--- config.mk ---
export PLATFORM = sky130hd
export DESIGN_NAME = sd_data_tx
export DESIGN_NICKNAME = d
export VERILOG_FILES = /design/src/rtl/sd_tx_pkg.sv /design/src/rtl/sd_crc16.sv /design/src/rtl/sd_data_tx.sv
export SDC_FILE = /design/constraint.sdc
export NUM_CORES = 1
export LEC_CHECK = 0
export ABC_AREA = 1
export CORE_MARGIN = 2
export CORE_UTILIZATION = 25
export CTS_CLUSTER_DIAMETER = 30
export DETAILED_ROUTE_END_ITERATION = 16
export DONT_BUFFER_PORTS = 1
export SYNTH_ARGS = -nofsm -noshare
export SYNTH_HDL_FRONTEND = slang
export SYNTH_HIERARCHICAL = 1
export SYNTH_SLANG_ARGS = --single-unit
export TNS_END_PERCENT = 50
--- constraint.sdc ---
create_clock -name sd_clk -period 1.9 [get_ports sd_clk]
set_input_delay 0.285 -clock sd_clk [delete_from_list [all_inputs] [get_ports sd_clk]]
set_output_delay 0.285 -clock sd_clk [all_outputs]
set_load 0.01 [all_outputs]
--- src/rtl/sd_tx_pkg.sv ---
// sd_tx_pkg: states and constants for the SD DAT transmit path; SD_TX_CRC_STATUS_EN adds the status/busy states.
package sd_tx_pkg;
`ifdef SD_TX_CRC_STATUS_EN
  typedef enum logic [2:0] {IDLE, PRE, STARTB, DATA, CRC, ENDB, STAT, BUSYW} tx_state_t;
`else
  typedef enum logic [2:0] {IDLE, PRE, STARTB, DATA, CRC, ENDB} tx_state_t;
`endif
  localparam logic [15:0] CRC_POLY = 16'h1021;
  localparam int CRC_LEN = 16;
  localparam logic [2:0] STAT_OK = 3'b010;
  localparam int STAT_TIMEOUT = 8;
endpackage

--- src/rtl/sd_crc16.sv ---
// sd_crc16: serial CRC16 (x^16+x^12+x^5+1) for one DAT line, one bit per enabled cycle.
module sd_crc16
  import sd_tx_pkg::*;
(
  input  logic        clk,
  input  logic        rst,
  input  logic        clr,
  input  logic        en,
  input  logic        d,
  output logic [15:0] crc
);
  logic fb;
  assign fb = d ^ crc[15];
  always_ff @(posedge clk) begin
    if (rst || clr) crc <= '0;
    else if (en) crc <= {crc[14:0], 1'b0} ^ (fb ? CRC_POLY : 16'h0);
  end
endmodule

--- src/rtl/sd_data_tx.sv ---
// sd_data_tx: SD 4-bit DAT block serializer with per-line CRC16; SD_TX_CRC_STATUS_EN adds CRC-status and busy wait.
module sd_data_tx
  import sd_tx_pkg::*;
#(
  parameter int MAX_BLK_BYTES = 2048
)
(
  input  logic        sd_clk,
  input  logic        rst,
  input  logic        start,
  input  logic [11:0] blk_bytes,
  input  logic [31:0] fifo_data,
  input  logic        fifo_empty,
  output logic        fifo_rd,
  input  logic [3:0]  dat_i,
  output logic [3:0]  dat_o,
  output logic        dat_oe,
  output logic        busy,
  output logic        done,
  output logic        underrun,
  output logic        crc_ok
);
  localparam int NW = $clog2(2 * MAX_BLK_BYTES);
  tx_state_t st;
  logic [31:0] sreg, word, ord;
  logic [NW-1:0] nib, nib_last;
  logic [3:0] cnt, nxt, crc_msb;
  logic load, last_nib, shifting, crc_en, crc_clr;
  logic [15:0] crc_q [4];
  logic unused_dat;
  assign word = fifo_empty ? 32'h0 : fifo_data;
  assign ord = {word[7:0], word[15:8], word[23:16], word[31:24]};
  assign last_nib = st == DATA && nib == nib_last;
  assign load = st == STARTB || (st == DATA && nib[2:0] == 3'd7 && !last_nib);
  assign nxt = load ? ord[31:28] : sreg[31:28];
  assign shifting = last_nib || st == CRC;
  assign crc_en = st == STARTB || st == DATA || st == CRC;
  assign crc_clr = st == IDLE && start;
  assign fifo_rd = load && !fifo_empty && !rst;
  for (genvar k = 0; k < 4; k++) begin : g_crc
    sd_crc16 u_crc (
      .clk(sd_clk),
      .rst(rst),
      .clr(crc_clr),
      .en(crc_en),
      .d(shifting ? crc_q[k][CRC_LEN-1] : nxt[k]),
      .crc(crc_q[k])
    );
    assign crc_msb[k] = crc_q[k][CRC_LEN-1];
  end
`ifdef SD_TX_CRC_STATUS_EN
  logic got_sb;
  logic [2:0] stat_sh;
  assign unused_dat = ^dat_i[3:1];
`else
  assign unused_dat = ^dat_i;
  assign crc_ok = 1'b1;
`endif
  always_ff @(posedge sd_clk) begin
    if (rst) begin
      st <= IDLE;
      dat_o <= 4'hF;
      dat_oe <= 1'b0;
      busy <= 1'b0;
      done <= 1'b0;
      underrun <= 1'b0;
      sreg <= '0;
      nib <= '0;
      nib_last <= '0;
      cnt <= '0;
`ifdef SD_TX_CRC_STATUS_EN
      crc_ok <= 1'b1;
      got_sb <= 1'b0;
      stat_sh <= '0;
`endif
    end else begin
      done <= 1'b0;
      case (st)
        IDLE: if (start) begin
          st <= PRE;
          dat_oe <= 1'b1;
          busy <= 1'b1;
          underrun <= 1'b0;
          nib_last <= NW'({blk_bytes, 1'b0} - 13'd1);
`ifdef SD_TX_CRC_STATUS_EN
          crc_ok <= 1'b1;
`endif
        end
        PRE: begin
          st <= STARTB;
          dat_o <= 4'h0;
        end
        STARTB, DATA: begin
          st <= last_nib ? CRC : DATA;
          dat_o <= last_nib ? crc_msb : nxt;
          sreg <= {(load ? ord[27:0] : sreg[27:0]), 4'h0};
          nib <= st == STARTB ? '0 : nib + NW'(1);
          cnt <= '0;
          if (load && fifo_empty) underrun <= 1'b1;
        end
        CRC: begin
          cnt <= cnt + 4'd1;
          st <= cnt == 4'(CRC_LEN - 1) ? ENDB : CRC;
          dat_o <= cnt == 4'(CRC_LEN - 1) ? 4'hF : crc_msb;
        end
        ENDB: begin
          dat_oe <= 1'b0;
          cnt <= '0;
`ifdef SD_TX_CRC_STATUS_EN
          st <= STAT;
          got_sb <= 1'b0;
`else
          st <= IDLE;
          busy <= 1'b0;
          done <= 1'b1;
`endif
        end
`ifdef SD_TX_CRC_STATUS_EN
        STAT: begin
          if (!got_sb) begin
            if (!dat_i[0]) begin
              got_sb <= 1'b1;
              cnt <= '0;
            end else if (cnt == 4'(STAT_TIMEOUT - 1)) begin
              crc_ok <= 1'b0;
              done <= 1'b1;
              busy <= 1'b0;
              st <= IDLE;
            end else cnt <= cnt + 4'd1;
          end else begin
            stat_sh <= {stat_sh[1:0], dat_i[0]};
            cnt <= cnt + 4'd1;
            if (cnt == 4'd3) begin
              crc_ok <= {stat_sh, dat_i[0]} == {STAT_OK, 1'b1};
              st <= BUSYW;
            end
          end
        end
        BUSYW: if (dat_i[0]) begin
          done <= 1'b1;
          busy <= 1'b0;
          st <= IDLE;
        end
`endif
        default: st <= IDLE;
      endcase
    end
  end
endmodule

# [Word level (Yosys, flattened, before mapping)]
# Index checks and enable logic that the tools add are counted.
[totals] reg_bits=130 inputBits=52
[classes] addsub=3 n_eq_ne=10 mux=26 bitwise_logic=8 n_reduce_logical=25
[op_table] operator="$xor 16x16->16" count=4
[op_table] operator="$mux 13" count=4
[op_table] operator="$mux 32" count=1
[op_table] operator="$mux 28" count=1
[op_table] operator="$add 12x1->12 const B" count=1
[op_table] operator="$eq 12x12->1" count=1
[op_table] operator="$mux 12" count=1
[op_table] operator="$mux 4" count=3
[op_table] operator="$pmux 3 s4" count=1
[op_table] operator="$pmux 4 s3" count=1
[op_table] operator="$sub 12x1->12 const B" count=1
[op_table] operator="$eq 3x3->1 const B" count=3
[op_table] operator="$mux 1" count=9
[op_table] operator="$pmux 4 s2" count=1
[op_table] operator="$logic_and 1x1->1" count=7
[op_table] operator="$eq 3x2->1 const B" count=2
[op_table] operator="$mux 3" count=2
[op_table] operator="$reduce_bool 2->1" count=3
[op_table] operator="$logic_or 1x1->1" count=5
[op_table] operator="$add 4x1->4 const B" count=1
[op_table] operator="$eq 4x4->1 const B" count=1
[op_table] operator="$ne 2x2->1 const B" count=2
[op_table] operator="$pmux 1 s2" count=2
[op_table] operator="$reduce_and 2->1" count=2
[op_table] operator="other kinds (8)" count=13

# [Logic depth before layout (Yosys ltp)]
# Gate-level depths: netlist (run 1).
[depth] depth_word=10 depth_mapped=16 mapped_depth_nobuf=16

# [Modules after synthesis]
# Netlist (run 1), hierarchy kept.
[modules_own_cells] mod="sd_data_tx" instances=1 cells_per_inst=477 area_each_um2=3438.3 seq_area_each_um2=1321.3
[modules_own_cells] mod="sd_crc16" instances=4 cells_per_inst=85 area_each_um2=740.7 seq_area_each_um2=320.3

# [Least setup slack after synthesis (run 1)]
# No wires, ideal clock.
[synth_timing] path_type="reg2reg" from="register st[2]" to="register g_crc[0].u_crc.crc[12]" arrival_time_ps=1803 slack_ps=-16 stages_incl_launch_ff=16 path_buffers=1 cell_sequence="dfxtp_1 inv_2 nand3_2 nor2_1 nand2_1 nor2_4 nand2_4 nand2_4 buf_6 nand3_1 a31oi_1 nand2_1 nand2_4 nor2_4 nor2_1 nor2_1"
[synth_via] elab_chain_len=10 elab_cells_between_ends=19 classes_between="eq/ne (3); mux (3); bitwise (2); reduce/logical (11)"
[synth_rtl] element="from (decl)" line="sd_data_tx.sv:24" text="tx_state_t st;"
[synth_rtl] element="from (signal assigned)" line="sd_data_tx.sv:94" text="st <= last_nib ? CRC : DATA;"
[synth_rtl] element="from (signal assigned)" line="sd_data_tx.sv:103" text="st <= cnt == 4'(CRC_LEN - 1) ? ENDB : CRC;"
[synth_rtl] element="$eq 3x2->1" line="sd_data_tx.sv:33, sd_data_tx.sv:34, sd_data_tx.sv:37"
[synth_rtl] element="$logic_and 1x1->1" line="sd_data_tx.sv:33" text="assign last_nib = st == DATA && nib == nib_last;"
[synth_rtl] element="$logic_not 1->1" line="sd_data_tx.sv:34" text="assign load = st == STARTB || (st == DATA && nib[2:0] == 3'd7 && !last_nib);"
[synth_rtl] element="$logic_and 1x1->1" line="sd_data_tx.sv:34"
[synth_rtl] element="$logic_or 1x1->1" line="sd_data_tx.sv:34"
[synth_rtl] element="$mux 4" line="sd_data_tx.sv:35" text="assign nxt = load ? ord[31:28] : sreg[31:28];"
[synth_rtl] element="$mux 1" line="sd_data_tx.sv:46" text=".d(shifting ? crc_q[k][CRC_LEN-1] : nxt[k]),"
[synth_rtl] element="$xor 1x1->1" line="sd_crc16.sv:13" text="assign fb = d ^ crc[15];"
[synth_rtl] element="$mux 13" line="sd_crc16.sv:16" text="else if (en) crc <= {crc[14:0], 1'b0} ^ (fb ? CRC_POLY : 16'h0);"
[synth_rtl] element="$xor 16x16->16" line="sd_crc16.sv:16"
[synth_rtl] element="to (signal assigned)" line="sd_crc16.sv:16"
[synth_rtl] element="to (decl)" line="sd_crc16.sv:10" text="output logic [15:0] crc"
# Several ways; a longest one is shown, not always the timed one.
# A chain may end at the register's enable or synchronous reset.

# [Worst setup path after layout (run 1)]
[layout_timing] from="register st[2]" to="output fifo_rd"
[layout_via] elab_chain_len=7 elab_cells_between_ends=9 classes_between="eq/ne (2); reduce/logical (7)"
[layout_rtl] element="$eq 3x2->1" line="sd_data_tx.sv:33, sd_data_tx.sv:34"
[layout_rtl] element="$logic_and 1x1->1" line="sd_data_tx.sv:33"
[layout_rtl] element="$logic_not 1->1" line="sd_data_tx.sv:34"
[layout_rtl] element="$logic_and 1x1->1" line="sd_data_tx.sv:34"
[layout_rtl] element="$logic_or 1x1->1 (*)" line="sd_data_tx.sv:34"
[layout_rtl] element="$logic_and 1x1->1 (*) (2 in a row)" line="sd_data_tx.sv:39" text="assign fifo_rd = load && !fifo_empty && !rst;"
[layout_rtl] element="to (decl)" line="sd_data_tx.sv:14" text="output logic fifo_rd,"
# Mark *: on every way between the ends. The rest lies on a longest branch, timed or not.

==> results of run 1 <==
final timing paths:
kind	endpoint	slack, ns	cells past startpoint
worst min register to register	g_crc[2].u_crc/crc[13]$_SDFFE_PP0P_	0.46	2
worst max-delay path	fifo_rd	-0.11	8
worst min-delay path	sreg[5]$_SDFFE_PP0P_	0.01	2
worst max register to register	g_crc[3].u_crc/crc[12]$_SDFFE_PP0P_	-0.05	15
sequential cells by signal, summed over array words and instances, names as in the netlist:
register         flops
g_crc.u_crc/crc     64
done                 1
sreg                28
nib_last            12
underrun             1
dat_o                4
nib                 12
cnt                  4
busy                 1
st                   3
stage by stage:
stage          worst slack (ns)  total power [mW]  hold slack, ns  setup TNS (ns)  std cells
6_report                 -0.106              7.73          0.0146          -0.355       1212
5_1_grt                  -0.245              8.10          0.0104           -4.46       1212
4_1_cts                  -0.112              7.63         0.00276          -0.445       1202
3_5_place_dp             -0.189              4.40           0.371           -1.75       1162
3_3_place_gp             -0.161              4.40           0.369           -1.25       1162
2_1_floorplan           -0.0158              4.17           0.442          -0.118        817
power by group through the flow:
stage | Clock, mW | Combinational [mW] | Sequential [mW]
after floorplan | 0 | 1.11 | 3.06
after global placement | 0 | 1.29 | 3.11
after detailed placement | 0 | 1.29 | 3.11
after CTS | 3.17 | 1.40 | 3.06
after global routing | 3.30 | 1.71 | 3.09
final | 3.11 | 1.56 | 3.06
cell type report:
class	count	area [um2]
fillers	2626	17100
multi-input cells	569	3370
flip-flops and latches	130	2620
repair buffers	78	762
clock buffers	17	425
well taps	330	413
inverters	73	315
clock inverters	15	135
cell usage in the layout (no fill, tap or decap), types with 4 or more instances in the layout:
master,netlist,layout
inv_8,4,5
nor3_1,13,13
clkbuf_16,0,20
o21ai_1,4,4
nand3_1,66,60
nor2_2,6,11
nand2_1,168,156
a21oi_2,48,49
nand3_2,11,14
xnor2_1,4,4
nand4_1,9,9
nand2_4,7,12
inv_2,16,17
nor2_4,6,14
buf_12,4,7
a31oi_1,30,26
nor2_1,53,40
a31oi_4,0,4
dfxtp_2,0,11
o21ai_0,42,40
dfxtp_1,130,119
xor2_1,5,5
inv_1,53,50
buf_6,10,5
nand2_2,41,47
a21oi_1,33,32
clkinvlp_4,0,6
a41oi_1,4,4
buf_4,5,60
repair_timing:
item / 4_1_cts / 5_1_grt
setup endpoints to repair: 27 / 87
resized for setup: 52 / 47
gates cloned: 0 / 3
buffers inserted: 7 / 8
pin swaps: 17 / 20
hold endpoints to repair: 22 / 0
hold buffers: 1 / 0
critical path: stages, from the launching register on:
cell and delay [ns]:
dfxtp_1 0.32, buf_4 0.14, nor2_4 0.13, inv_2 0.07, or2_1 0.26, nand2_4 0.11, buf_8 0.12, nand2_4 0.05
nor2_4 0.11
logic make-up (layout without fill, tap and decap cells):
group,after synthesis,in the layout,synth area share
compound gates,168,168,0.171
fa+ha+maj,4,4,0.00782
simple gates,387,387,0.294
flops,130,130,0.407
buf+inv,118,183,0.108
other cells,1,1,0.000586
xor+xnor,9,9,0.0123
routing by layer:
layer	vias to the layer above	wire [um]	global-route usage
li1	2810	-	-
met2	83	7090	0.182
met4	0	331	0.0502
met3	22	662	0.0278
met5	-	0	0
met1	2515	7460	0.155
==> reports/metrics.yaml, run 1 <==
outcome:
  status: "finished, violations left"
  violations: "negative setup slack"
pwr:
  internal_power_mw: 5.32
  p_leak_nw: 2.85
  p_sw_mw: 2.41
  ir_worst_vdd_mv: 0.560
  p_clk_frac: 0.402
  p_comb_frac: 0.202
  p_sw_frac: 0.312
  p_per_area_nw_per_um2: 962
  seq_power_share: 0.396
route:
  num_vias: 5430
  first_iter_violations: 306
  dr.pass1.iters: 5
  viasPerCell: 4.48
  postRouteAntennaNets: 0
  drc: 0
  wl_per_cell_um: 12.8
  wirelength_mm: 15.5
sta:
  hold_viol_final: 0
  fin_crit_sh: 1.06
  relSlewSlack: 0.333
  skew_ns: 0.00844
  final_max_slew_viol_count: 0
  tightest_slew_ns: 0.997
  finalWorstSetupSlack_ns: -0.106
  rsz0062_at_grt: "yes"
  finalCriticalPeriod_ns: 2.01
  setup-violations-final: 8
  max_freq_mhz: 499
placement:
  placed_area_um2: 6920
  portBuffers: 0
  place.gp.congestion: 0.778
  place_hpwl_mm: 10.0
worst_hold_path:
  hold_class: "input port to flip-flop"
  hp-start: "fifo_data[25]"
yosys:
  yosys_warnings: 6
  ys_seq_area_frac: 0.407
  yosys-top-cells-area: "dfxtp_1, nand2_1, a21oi_2, nand3_1, nand2_2"
  synthesis.area_um2: 6400
  synthMostInstantiatedCell: "nand2_1"
  syn_area_per_cell_um2: 7.83
  yosysTopAreaCell: "dfxtp_1"
  syn_inst: 817
  synth.ff_latch_count: 130
  syn_nets: 873
  async_reset_ff_frac: 0
  yosysUniqueCellTypes: 40
  synth.top_cell.area_share: 0.407
  synth.top_cells.by_count: "nand2_1, dfxtp_1, nand3_1, inv_1, nor2_1"
  synth_edf_count: 0
  synthFlopType: "dfxtp_1"
global_routing:
  grt_max_degree: 54
  overflow: 0
  grt_pass1_vias: 4994
  grt.total_usage: 0.117
  grt_first_pass_wirelength_mm: 25.0
  antenna_found_initial: 0
worst_setup_path:
  crit_start: "st[2]$_SDFFE_PP0P_"
  critPathCaptureType: "output port"
  worstSetupStartpointType: "flip-flop"
  worstPathMaxFanout: 4
  r2r_start: "st[1]$_SDFFE_PP0P_"
  required_ns: 1.62
  cp.arrival_ns: 1.72
  crit_type: "flip-flop to output port"
clock_network:
  ctsRootBufferMaster: "clkbuf_16"
  cts.clk_slew.worst_paths_ns: 0.06
  cts.path.max_buffers: 2
  clk_latency_ns: 0.43
  cts_tree: "done"
  cts.sinks: 130
  htreeDepth: 4
  cts_buffers: 17
die:
  io_pins: 62
  dieArea_um2: 26900
  die_w_um: 164
  core_um2: 25200
  start_util: 0.254
  die-height_um: 164
  placementRows: 58
layout:
  antenna_cells: 0
  utilization: 0.319
  drive_gt1_frac: 0.342
  fin_nets: 925
  area_growth_pct: 25.6
  final_area_um2: 8040
run:
  max_cap_violations: 0
Power figures use the tool's default switching activity.
==> inputs of run 2 (changes only) <==
Settings changed: CTS_CLUSTER_SIZE set to 40, SYNTH_HIERARCHICAL 1 to not set.
==> run 2 against run 1 <==
Sequential power grew 3%. Via count shrank 4.7%. Cell count shrank 7.1%. Design area shrank 8.6%. Worst setup slack gained 0.018 ns. The run still ends with negative setup slack left. Global-route usage grew 0.77 points. Largest cell class unchanged. Die area shrank 11%. Flip-flop and latch count is the same. First-iteration DRC count grew 9.2%. Critical path type unchanged. Synthesized area shrank 11%.
==> reports/metrics.yaml, run 2 <==
route:
  dr.pass1.iters: 7  # was 5
  wl_per_cell_um: 13.2  # was 12.8 um
  drc: 0  # unchanged
  postRouteAntennaNets: 0  # unchanged
  wirelength_mm: 14.8  # was 15.5 mm
  num_vias: 5174  # was 5,430
  viasPerCell: 4.60  # was 4.48
  first_iter_violations: 334  # was 306
yosys:
  syn_inst: 785  # was 817
  synthesis.area_um2: 5710  # was 6400 um2
  yosys_warnings: 0  # was 6
  yosysUniqueCellTypes: 36  # was 40
  ys_seq_area_frac: 0.456  # was 0.407
  syn_nets: 841  # was 873
  yosys-top-cells-area: "dfxtp_1, nand2_1, a21oi_1, o21ai_0, inv_1"  # was dfxtp_1, nand2_1, a21oi_2, nand3_1, nand2_2
  yosysTopAreaCell: "dfxtp_1"  # unchanged
  synth.ff_latch_count: 130  # unchanged
  syn_area_per_cell_um2: 7.28  # was 7.83 um2
  synthFlopType: "dfxtp_1"  # unchanged
  synth.top_cells.by_count: "nand2_1, dfxtp_1, a21oi_1, inv_1, o21ai_0"  # was nand2_1, dfxtp_1, nand3_1, inv_1, nor2_1
  synthMostInstantiatedCell: "nand2_1"  # unchanged
  synth_edf_count: 0  # unchanged
  synth.top_cell.area_share: 0.456  # was 0.407
  async_reset_ff_frac: 0  # unchanged
global_routing:
  grt_first_pass_wirelength_mm: 23.8  # was 25.0 mm
  overflow: 0  # unchanged
  grt.total_usage: 0.125  # was 0.117
  antenna_found_initial: 3  # was 0
  grt_pass1_vias: 4909  # was 4,994
  grt_max_degree: 65  # was 54
sta:
  tightest_slew_ns: 0.879  # was 0.997 ns
  setup-violations-final: 4  # was 8
  rsz0062_at_grt: "yes"  # unchanged
  finalCriticalPeriod_ns: 1.99  # was 2.01 ns
  relSlewSlack: 0.412  # was 0.333
  skew_ns: 0.00955  # was 0.00844 ns
  final_max_slew_viol_count: 0  # unchanged
  hold_viol_final: 0  # unchanged
  finalWorstSetupSlack_ns: -0.0874  # was -0.106 ns
  max_freq_mhz: 503  # was 499 MHz
  fin_crit_sh: 1.05  # was 1.06
clock_network:
  ctsRootBufferMaster: "clkbuf_16"  # unchanged
  cts_tree: "done"  # unchanged
  cts_buffers: 17  # unchanged
  cts.clk_slew.worst_paths_ns: 0.06  # about the same
  htreeDepth: 4  # unchanged
  cts.sinks: 130  # unchanged
  clk_latency_ns: 0.42  # was 0.43 ns
  cts.path.max_buffers: 2  # unchanged
layout:
  utilization: 0.327  # was 0.319
  finalNonFillerCells: 1126  # was 1,212
  layout_common_cells: "nand2_1, dfxtp_1, a21oi_1"  # was nand2_1, dfxtp_1, nand3_1, buf_4, inv_1
  n_fill_cell: 2347  # was 2,626
  regMostFlops: "g_crc.u_crc.crc"  # was g_crc.u_crc/crc
  largest_reg_flops: 64  # unchanged
  drive_gt1_frac: 0.190  # was 0.342
  final_area_um2: 7350  # was 8040 um2
  fin_nets: 883  # was 925
  final_common_cell: "nand2_1"  # unchanged
  reg_top3: "g_crc.u_crc.crc x64, sreg x28"  # was g_crc.u_crc/crc x64, sreg x28
  area_growth_pct: 28.7  # was 25.6%
die:
  placementRows: 55  # was 58
  dieArea_um2: 24100  # was 26,900 um2
  start_util: 0.254  # about the same
  die_w_um: 155  # was 164 um
  die-height_um: 155  # was 164 um
  io_pins: 62  # unchanged
  core_um2: 22500  # was 25,200 um2
pwr:
  p_leak_nw: 2.85  # about the same
  p_sw_frac: 0.288  # was 0.312
  p_comb_frac: 0.184  # was 0.202
  internal_power_mw: 5.56  # was 5.32 mW
  p_sw_mw: 2.25  # was 2.41 mW
  p_per_area_nw_per_um2: 1060  # was 962 nW/um2
  ir_worst_vdd_mv: 0.727  # was 0.560 mV
  seq_power_share: 0.402  # was 0.396
  p_clk_frac: 0.414  # was 0.402
placement:
  dp_cells: 1066  # was 1,162
  portBuffers: 0  # unchanged
  place.gp.congestion: 0.813  # was 0.778
  place_hpwl_mm: 9.39  # was 10.0 mm
  dp_slack_ns: -0.0769  # was -0.189 ns
  placed_area_um2: 6210  # was 6920 um2
worst_setup_path:
  worstPathMaxFanout: 4  # unchanged
  critPathCaptureType: "output port"  # unchanged
  crit_type: "flip-flop to output port"  # unchanged
  cpPeakStageDelay_ns: 0.38  # was 0.32 ns
  worstSetupStartpointType: "flip-flop"  # unchanged
  path_common_cell: "ha_4"
  cpMaxStageDelayCell: "dfxtp_4"  # was dfxtp_1
  required_ns: 1.62  # about the same
  cp.arrival_ns: 1.70  # was 1.72 ns
  cp_cell_sequence: "ha_4, ha_4, inv_1, nor2_2, nand2_4, nand2_8, clkinv_4, nor3_4, buf_6"  # was buf_4, nor2_4, inv_2, or2_1, nand2_4, buf_8, nand2_4, nor2_4
outcome:
  status: "finished, violations left"  # unchanged
  violations: "negative setup slack"  # unchanged
run:
  max_cap_violations: 0  # unchanged
worst_hold_path:
  hold_class: "input port to flip-flop"  # unchanged
## run 2: stage by stage
stage               setup TNS, ns  hold WS, ns  power [mW]
CTS                        -0.587    -0.000779        7.74
finish                     -0.110       0.0148        7.81
detailed placement          -1.01        0.361        4.41
global placement           -0.202        0.361        4.39
floorplan                       0        0.375        4.05
global route                -1.29       0.0150        8.20
## run 2: what timing repair did
item                                    4_1_cts  5_1_grt
hold buffers                                  5        0
buffers inserted                              8       13
hold endpoints to repair                     24        0
resized for setup                            25       51
cloned                                        1        1
endpoints found under the setup margin       28       40
pin swaps                                    13       25
## run 2: kinds of logic (layout without fill, tap and decap cells)
group | count (synthesis) | in the layout | synth area share
AO/OA/AOI/OAI | 194 | 194 | 0.182
XOR/XNOR | 11 | 11 | 0.0169
adder cells (fa/ha/maj) | 4 | 4 | 0.00876
buffers and inverters | 130 | 184 | 0.0918
flip-flops | 130 | 130 | 0.456
other | 1 | 2 | 0.000657
AND/OR/NAND/NOR | 315 | 316 | 0.245
## run 2: path summary, 6_finish.rpt
| check | cells after the start | slack (ns) | end | from |
|---|---|---|---|---|
| worst min register to register | 2 | 0.45 | g_crc[1].u_crc.crc[2]$_SDFFE_PP0P_ | g_crc[1].u_crc.crc[1]$_SDFFE_PP0P_ |
| worst max register to register | 13 | -0.01 | g_crc[3].u_crc.crc[12]$_SDFFE_PP0P_ | nib_last[3]$_SDFFE_PP0P_ |
| worst max-delay path | 9 | -0.09 | fifo_rd | nib[0]$_SDFFE_PP0P_ |
| worst min-delay path | 2 | 0.01 | sreg[28]$_SDFFE_PP0P_ | fifo_data[0] |
## run 2: final cells by class
type | count | area, um2 | share of cell area
Tap cell | 285 | 357 | 0.0485
Antenna cell | 1 | 2.50 | 0.000340
Clock inverter | 12 | 140 | 0.0191
Timing Repair Buffer | 62 | 604 | 0.0822
Clock buffer | 20 | 437 | 0.0594
Multi-Input combinational cell | 526 | 2840 | 0.387
Inverter | 90 | 343 | 0.0466
Sequential cell | 130 | 2620 | 0.357
## run 2: per-layer routing
layer	track usage	vias up	wire length, um	share of wire
li1	-	2674	-	-
met1	0.151	2407	6840	0.46
met2	0.206	75	7060	0.48
met3	0.0407	14	725	0.049
met4	0.0498	4	161	0.011
met5	0	-	25	0.0017
## run 2: power by group through the flow
stage | logic (mW) | registers [mW] | clock network [mW]
detailed placement | 1.22 | 3.18 | 0
floorplan | 0.926 | 3.13 | 0
global route | 1.62 | 3.16 | 3.41
global placement | 1.21 | 3.18 | 0
CTS | 1.30 | 3.13 | 3.31
finish | 1.44 | 3.14 | 3.23
## run 2: critical path, delay by kind of cell (launching register included)
family / cells / cell delay (ns)
flops: 1 / 0.38
simple gates: 4 / 0.42
fa+ha+maj: 2 / 0.27
buf+inv: 3 / 0.22
==> variant, RTL diff (config.mk and constraints of run 1) <==
Put one more register stage on the output `underrun`, cleared by the reset. The value now appears one clock later. The other outputs are not delayed to match.
--- a/src/rtl/sd_data_tx.sv
+++ b/src/rtl/sd_data_tx.sv
@@ -22,4 +22,6 @@
 );
   localparam int NW = $clog2(2 * MAX_BLK_BYTES);
+
+  logic underrun_s0;
   tx_state_t st;
   logic [31:0] sreg, word, ord;
@@ -64,5 +66,5 @@
       busy <= 1'b0;
       done <= 1'b0;
-      underrun <= 1'b0;
+      underrun_s0 <= 1'b0;
       sreg <= '0;
       nib <= '0;
@@ -81,5 +83,5 @@
           dat_oe <= 1'b1;
           busy <= 1'b1;
-          underrun <= 1'b0;
+          underrun_s0 <= 1'b0;
           nib_last <= NW'({blk_bytes, 1'b0} - 13'd1);
 `ifdef SD_TX_CRC_STATUS_EN
@@ -97,5 +99,5 @@
           nib <= st == STARTB ? '0 : nib + NW'(1);
           cnt <= '0;
-          if (load && fifo_empty) underrun <= 1'b1;
+          if (load && fifo_empty) underrun_s0 <= 1'b1;
         end
         CRC: begin
@@ -147,4 +149,12 @@
     end
   end
+  always_ff @(posedge sd_clk) begin
+    if (rst) begin
+      underrun <= '0;
+    end else begin
+      underrun <= underrun_s0;
+    end
+  end
+
 endmodule
 
Formal check against the unedited RTL: not equivalent (a bounded check fails within 4 cycles, from zero or initial values and one cycle with rst high).
==> variant against run 1 <==
  * Setup slack improved by 0.016 ns
  * Critical path type unchanged
  * Clock skew rose by 0.0040 ns
  * Sequential power about the same
  * Non-clock buffer count decreased by 5
  * Area after synthesis is 0.55% lower
  * The flow still finishes with violations (setup timing)
  * First-iteration DRC count fell by 5.9%
  * Largest cell class unchanged
  * Final area decreased by 1.6%
  * Synthesized cell count grew 0.37%
  * Sequential cell count up 1
  * Routed wire length rose by 0.64%
  * Power down 0.57%
  * Sequential share of layout area increased by 0.83 points
  * Fmax up 0.78%
==> variant: results (changes against run 1) <==
GR Util met2 -> 19.6% (+1.4 points)
CTS resizes -> 56 (+7.7%)
reg2reg end -> g_crc[2].u_crc/crc[12]
Post-Route M1 WL -> 7360 µm (-1.4%)
vias in the first global route -> 5137 (+2.9%)
Hold Crit Endpoint -> nib_last[8]
clk_skew -> 0.0125 ns (+0.00404 ns)
hold_sp -> rst
post-DP HPWL -> 10300 µm (+3.1%)
adder-cell area share of the yosys netlist -> 0.786% (+0.0043 points)
via count -> 5456 (+0.48%)
CP max FO -> 3 (-1)
hold_ws -> 0.0253 ns (+0.0107 ns)
status -> finished, violations left
Post-synth top cells -> 168 x nand2_1, 131 x dfxtp_1, 76 x nand3_1
filler instances -> 2686 (+2.3%)
Final WS setup -> -0.0902 ns (+0.0155 ns)
placed cell areas -> 0.00688 mm² (-0.54%)
Crit. Startpoint -> nib_last[8]
layout cells sized above 1 -> 31.8% (-2.4 points)
Iter 0 DRT Violations -> 288 (-5.9%)
setup violators final -> 11 (+3)
R2R depth -> 16 (+1)
M1 GR Usage -> 15.3% (-0.23 points)
largest cells by area after synthesis -> dfxtp_1 41%, nand2_1 9.9%, a21oi_2 6.6%, nand3_1 6.0%, nand2_2 4.1%
first-pass GRT wire length -> 25300 µm (+1.2%)
met3 wire len -> 601 µm (-9.2%)
syn_nets -> 876 (+0.34%)
failing checks -> setup timing
Worst Hold Path Cells -> 3 (+1)
Final GP Congestion -> 0.799 (+2.7%)
pre-CTS setup slack -> -0.184 ns (+0.00518 ns)
Lkg Pwr -> 0.00278 µW (-2.2%)
met3 Usage GRT -> 2.95% (+0.17 points)
==> variant: layout make-up <==
type	count	area [µm²]	area share (%)
multi-input combinational	570	3290	41.6
tap	330	413	5.22
clock buffer	18	429	5.42
clock inverter	14	135	1.71
sequential	131	2640	33.4
inverter	74	319	4.03
timing repair buffer	73	684	8.65
==> variant: where the power goes <==
part | switching, µW | internal [µW]
combinational | 916 | 597
clock | 1290 | 1810
sequential | 148 | 2930
total | 2360 | 5330
==> variant: worst register-to-register path, stage by stage (launching register included) <==
cell	delay, ns
dfxtp_1	0.33
inv_1	0.05
nand2_1	0.05
nand2_1	0.06
nor2_2	0.11
nand2_1	0.06
nor2_2	0.14
nand2_2	0.10
buf_4	0.16
nand2_4	0.08
inv_8	0.07
a31oi_4	0.25
nand2_2	0.12
nand2_4	0.09
nor2_4	0.04
nor2_1	0.09
nor2_1	0.05
